===== config.mk =====
export PLATFORM = sky130hd
export DESIGN_NAME = regfile_wb_arbiter
export DESIGN_NICKNAME = d
export VERILOG_FILES = /design/src/rtl/regfile_wb_arbiter.sv
export SDC_FILE = /design/constraint.sdc
export NUM_CORES = 1
export LEC_CHECK = 0
export BUFFER_PORTS_ARGS = -buffer_cell sky130_fd_sc_hd__clkbuf_2
export CAP_MARGIN = 20
export CELL_PAD_IN_SITES_DETAIL_PLACEMENT = 1
export CELL_PAD_IN_SITES_GLOBAL_PLACEMENT = 1
export CORE_ASPECT_RATIO = 2
export CORE_MARGIN = 4
export CORE_UTILIZATION = 41
export DETAILED_ROUTE_END_ITERATION = 8
export GPL_ROUTABILITY_DRIVEN = 0
export GPL_TIMING_DRIVEN = 0
export PLACE_DENSITY_LB_ADDON = 0.1
export SETUP_SLACK_MARGIN = 0.2
export SLEW_MARGIN = 0
export SYNTH_ARGS = -nofsm -noshare
export SYNTH_HDL_FRONTEND = slang
export SYNTH_SLANG_ARGS = --single-unit

===== constraint.sdc =====
create_clock -name clk -period 4.9 [get_ports clk]
set_input_delay 0.49 -clock clk [delete_from_list [all_inputs] [get_ports clk]]
set_output_delay 0.49 -clock clk [all_outputs]
set_load 0.02 [all_outputs]

===== src/rtl/regfile_wb_arbiter.sv =====
// Register file write-port arbiter: pipeline vs multi-cycle writeback, with
// starvation guard and a pending-destination scoreboard for RAW stalls.
module regfile_wb_arbiter #(
  parameter int XLEN         = 32,
  parameter int STARVE_LIMIT = 4
) (
  input  logic            clk,
  input  logic            reset_n,
  input  logic            p_valid,
  output logic            p_ready,
  input  logic [4:0]      p_rd,
  input  logic [XLEN-1:0] p_data,
  input  logic            m_valid,
  output logic            m_ready,
  input  logic [4:0]      m_rd,
  input  logic [XLEN-1:0] m_data,
  input  logic            m_issue,
  input  logic [4:0]      m_issue_rd,
  input  logic [4:0]      q_rs1,
  input  logic [4:0]      q_rs2,
  output logic            q_busy1,
  output logic            q_busy2,
  output logic            rf_we,
  output logic [4:0]      rf_rd,
  output logic [XLEN-1:0] rf_wdata,
  output logic            sb_err
);

  localparam logic [3:0] STARVE_MAX = 4'(STARVE_LIMIT);

  logic [3:0]      starve_cnt_q, starve_cnt_d;
  logic            rf_we_q, rf_we_d;
  logic [4:0]      rf_rd_q, rf_rd_d;
  logic [XLEN-1:0] rf_wdata_q, rf_wdata_d;
  logic            rf_src_m_q, rf_src_m_d;
  logic [31:0]     pend_q, pend_d;
  logic            sb_err_q, sb_err_d;

  logic grant_m;
  logic p_acc;
  logic m_acc;
  logic clr_en;
  logic set_en;
  logic clr_hit;

  assign grant_m = m_valid && (!p_valid || (starve_cnt_q == STARVE_MAX));
  assign m_ready = grant_m;
  assign p_ready = !grant_m;
  assign m_acc   = grant_m;
  assign p_acc   = p_valid && !grant_m;

  always_comb begin
    starve_cnt_d = starve_cnt_q;
    if (!m_valid || m_acc) begin
      starve_cnt_d = 4'd0;
    end else if (p_valid && (starve_cnt_q != STARVE_MAX)) begin
      starve_cnt_d = starve_cnt_q + 4'd1;
    end
  end

  // Writes to x0 are consumed but never raise the write enable.
  always_comb begin
    rf_we_d    = 1'b0;
    rf_rd_d    = rf_rd_q;
    rf_wdata_d = rf_wdata_q;
    rf_src_m_d = rf_src_m_q;
    if (m_acc) begin
      rf_we_d    = (m_rd != 5'd0);
      rf_rd_d    = m_rd;
      rf_wdata_d = m_data;
      rf_src_m_d = 1'b1;
    end else if (p_acc) begin
      rf_we_d    = (p_rd != 5'd0);
      rf_rd_d    = p_rd;
      rf_wdata_d = p_data;
      rf_src_m_d = 1'b0;
    end
  end

  assign clr_en  = rf_we_q && rf_src_m_q;
  assign set_en  = m_issue && (m_issue_rd != 5'd0);
  assign clr_hit = clr_en && (rf_rd_q == m_issue_rd);

  // Clear first so a same-index issue on the clearing edge wins.
  always_comb begin
    pend_d = pend_q;
    if (clr_en) begin
      pend_d[rf_rd_q] = 1'b0;
    end
    if (set_en) begin
      pend_d[m_issue_rd] = 1'b1;
    end
  end

  always_comb begin
    sb_err_d = sb_err_q;
    if (set_en && pend_q[m_issue_rd] && !clr_hit) begin
      sb_err_d = 1'b1;
    end
  end

  always_ff @(posedge clk or negedge reset_n) begin
    if (!reset_n) begin
      starve_cnt_q <= 4'd0;
      rf_we_q      <= 1'b0;
      rf_rd_q      <= 5'd0;
      rf_wdata_q   <= '0;
      rf_src_m_q   <= 1'b0;
      pend_q       <= 32'd0;
      sb_err_q     <= 1'b0;
    end else begin
      starve_cnt_q <= starve_cnt_d;
      rf_we_q      <= rf_we_d;
      rf_rd_q      <= rf_rd_d;
      rf_wdata_q   <= rf_wdata_d;
      rf_src_m_q   <= rf_src_m_d;
      pend_q       <= pend_d;
      sb_err_q     <= sb_err_d;
    end
  end

  assign q_busy1  = pend_q[q_rs1];
  assign q_busy2  = pend_q[q_rs2];
  assign rf_we    = rf_we_q;
  assign rf_rd    = rf_rd_q;
  assign rf_wdata = rf_wdata_q;
  assign sb_err   = sb_err_q;

endmodule


==> After elaboration in Yosys (flattened, before gate mapping) <==
Index checks and enable logic that the tools add are counted.
{ "totals": {"register_bits": 76, "latchBits": 0, "ram_bits": 0, "rom_bits": 0, "inputBits": 94, "elab_cells": 63, "n_memories": 0} }
{ "op_classes": {"addsub": 1, "n_mul": 0, "div": 0, "magnitude_cmp": 6, "n_eq_ne": 3, "shift": 0, "muxes": 22, "bitwise": 3, "reduce_logical": 21} }
{ "op_table": {"columns": ["operator", "count"], "rows": [
  ["$mux 32", 4],
  ["$and 32x32->32", 1],
  ["$not 32->32", 1],
  ["$or 32x32->32", 1],
  ["$lt 5x6->1 const B", 4],
  ["$bmux 1 s5", 3],
  ["$reduce_bool 5->1", 3],
  ["$demux 1 s5", 2],
  ["$ge 5x1->1 const B", 2],
  ["$logic_and 1x1->1", 10],
  ["$mux 5", 2],
  ["$mux 1", 9],
  ["$mux 4", 2],
  ["$eq 5x5->1", 1],
  ["$add 4x1->4 const B", 1],
  ["$eq 4x3->1 const B", 1],
  ["$logic_not 1->1", 4],
  ["$ne 4x3->1 const B", 1],
  ["$reduce_bool 2->1", 2],
  ["$logic_or 1x1->1", 2]
]} }

==> Depth between registers and ports, before layout <==
{ "logic_depth": {"word_depth": 9, "ltp_mapped": 8, "ltp_nobuf": 7} }

==> Least setup slack after synthesis <==
No wires, ideal clock.
{ "synth_timing": {"kind": "input -> output", "from": "input port q_rs1[0]", "to": "output port q_busy1", "t_arrival_ps": 1981, "required_time_ps": 4410, "slack_ps": 2429, "cell_stages": 4, "cell_sequence": "buf_2 mux4_2 mux4_2 mux2_2"} }
{ "synth_between": {"elab_chain_cells": 2} }
{ "synth_rtl": {"columns": ["element", "line_no", "source"], "rows": [
  ["start: declaration", "19", "input logic [4:0] q_rs1,"],
  ["$bmux 1 s5", "122", "assign q_busy1 = pend_q[q_rs1];"],
  ["$mux 1 (implied by the code)", "122", null],
  ["end: declaration", "21", "output logic q_busy1,"]
]} }
No other way between the ends. The select of a mux whose other input is x is not followed.

==> Worst setup path after layout <==
{ "layout_timing": {"from": "register starve_cnt_q[0]", "to": "output port p_ready"} }
{ "layout_between": {"elab_chain_cells": 4} }
{ "layout_rtl": {"columns": ["element", "line_no", "source"], "rows": [
  ["start: declaration", "31", "logic [3:0] starve_cnt_q, starve_cnt_d;"],
  ["start signal: assignment", "112", "starve_cnt_q <= starve_cnt_d;"],
  ["$eq 4x3->1", "46", "assign grant_m = m_valid && (!p_valid || (starve_cnt_q == STARVE_MAX));"],
  ["$logic_or 1x1->1", "46", null],
  ["$logic_and 1x1->1", "46", null],
  ["$logic_not 1->1", "48", "assign p_ready = !grant_m;"],
  ["end: declaration", "10", "output logic p_ready,"]
]} }
No other way between the ends.

==> reports/metrics.cfg <==
[outcome]
outcome=finished clean

[timing]
setup_violations=0
slew_violations=0
worst_pin_slew_ns=0.656
period_minus_slack_ns=2.75
hold_viol=0
relSlewSlack_pct=56.1
grt_setup_unrepaired=false
skew_ns=0.00876
period_share_pct=56.1
fmax_ghz=0.364
tns_ns=0

[logic_synthesis]
synth_top_area_cell=dfrtp_1
synth_seq_cells=76
synth_area_leaders=dfrtp_1, mux4_2, o21ai_0, nand2_1, a22oi_1
yosysTopAreaCellShare_pct=46.3
synth_seq_area_share_pct=46.3
async_reset_ff_share_pct=100
syn_area_um2=4110
syn_inst=407
synth_cell_types=34
yosysWarnings=0
ys.flop_type=dfrtp_1
synth.net_count=503
synth_edf_count=0
syn_avg_cell_area_um2=10.1

[job]
maxCapViolCount=0

[final_layout]
instances_no_fill=686
regArea_um2=1900
final.fill_count=1176
multiInputGateArea_um2=2070
layout-drive-gt1-share_pct=32.7
diodes=0
nets=646
area_growth_pct=28.2

[floorplanning]
die-area_um2=11800
die_w_um=78.8
start_util_pct=42.1
ioPinCount=137
rows=51
core_um2=9760
die_y_um=150

[global_routing]
gr-total-overflow=0
antenna_found_initial=0
grt_max_degree=62
track_usage_pct=25.4
grt_pass1_vias=4355
grt_pass1_wl_um=22700

[cts]
numCtsBuffers=9
post_cts_resized=0
cts_sinks=76
clockBufferDepth=2
clk_root_buffer_cell=clkbuf_16
htreeDepth=3
holdBufCountCts=0
post_cts_buffers=0
clk_pin_slew_ns=0.06
clock_latency_ns=0.33
cts_tree=built

[route]
num_vias=3984
firstDrtPassIters=4
ant_nets=0
drc=0
wirelength_um=14400
drt_iter0_drc=139
post_drt_via_cell_ratio=5.81
wl_per_cell_um=21.1

[critical_path]
start_kind=flop
critPathRequiredTime_ns=4.41
critPathCaptureType=output port
cp_max_fo=10
path_class=flop to output port
cp.arrival_ns=2.26

[placement]
place_inst=671
dp_hpwl_um=11400
portBuffers=131

[power]
leakagePower_nw=2.37
ir_worst_vdd_mv=0.262
p_per_area_nw_per_um2=398

[hold_path]
holdCritPathClass=input port to asynchronous set/reset pin

[through the flow]
stage | instance area [um^2] | setup slack (ns) | utilization (%) | total power, mW | hold WS, ns
CTS | 5270 | 2.13 | 53.9 | 2.11 | 0.0509
global route | 5270 | 2.00 | 53.9 | 2.20 | 0.0545
detailed placement | 4960 | 2.16 | 50.8 | 1.41 | 0.410
global placement | 4930 | 2.18 | 50.5 | 1.37 | 0.454
finish | 5270 | 2.15 | 53.9 | 2.10 | 0.0510
floorplan | 4110 | 2.43 | - | 1.18 | 0.194
[synth_stat cells, drive strengths merged (4+ instances only)]
master	count
a22oi	37
buf	6
clkbuf	22
dfrtp	76
inv	7
mux2	4
mux2i	15
mux4	20
nand2	80
nand3	10
nand3b	9
nor2	10
nor3	4
o21ai	65
o221ai	5
or3	7
or3b	6
xnor2	5
[routing by layer]
| layer | up-vias | GRT usage, % | share of wire (%) |
|---|---|---|---|
| li1 | 1791 | - | - |
| met1 | 1974 | 24.6 | 33 |
| met2 | 167 | 47.8 | 57 |
| met3 | 52 | 5.48 | 5.3 |
| met4 | 0 | 14.9 | 5.2 |
| met5 | - | 0 | 0 |
[logic make-up after synthesis]
group	synth area share, %
AO/OA/AOI/OAI	17.1
XOR/XNOR	1.49
flip-flops	46.3
adder cells (fa/ha/maj)	0.609
AND/OR/NAND/NOR	15.4
multiplexers	15.7
buffers and inverters	3.35
[power breakdown]
group	total (mW)	internal (mW)	switching (mW)
clock network	0.698	0.441	0.257
logic	0.537	0.245	0.292
registers	0.860	0.748	0.113
total	2.10	1.43	0.662
[critical path, cell delays in order (launching register included)]
cell and delay [ns]:
dfrtp_1 0.41, inv_1 0.07, ha_1 0.14, nand3b_1 0.11, a21boi_1 0.47, clkbuf_1 0.43, inv_1 0.11, clkbuf_2 0.18
[layout make-up]
cell class	count	share of cell area, %
plain buffers	28	2.12
clock buffers	10	4.35
clock inverters	5	1.47
inverters	7	0.499
multi-input cells	296	39.3
flip-flops and latches	76	36.1
well taps	132	3.14
repair buffers	132	13.0
[worst paths after layout]
| kind | slack, ns | end | startpoint | cells past startpoint |
|---|---|---|---|---|
| setup / recovery | 2.15 | p_ready | starve_cnt_q[0]$_DFFE_PN0P_ | 7 |
| setup reg to reg | 2.66 | rf_rd[2]$_DFFE_PN0P_ | starve_cnt_q[0]$_DFFE_PN0P_ | 8 |
| max in group asynchronous | 4.25 | pend_q[25]$_DFF_PN0_ | reset_n | 2 |
| hold / removal | 0.05 | pend_q[3]$_DFF_PN0_ | reset_n | 1 |
| hold reg to reg | 0.47 | sb_err$_DFFE_PN0P_ | sb_err$_DFFE_PN0P_ | 1 |
| min in group clk | 0.35 | rf_wdata[17]$_DFFE_PN0P_ | p_data[17] | 3 |
[sequential cells by signal, indices dropped and copies added (netlist names)]
signal	count
rf_src_m_q	1
sb_err	1
rf_wdata	32
starve_cnt_q	4
pend_q	32
rf_we	1
rf_rd	5
[cell usage in the layout (no fill, tap or decap), types with 10 or more instances in the layout]
cell type	count
nor2_1	10
dfrtp_1	76
mux4_2	20
clkbuf_2	130
o21ai_0	65
nand3_1	10
clkbuf_1	23
a22oi_1	37
mux2i_1	15
nand2_1	80
Power figures use the tool's default switching activity.
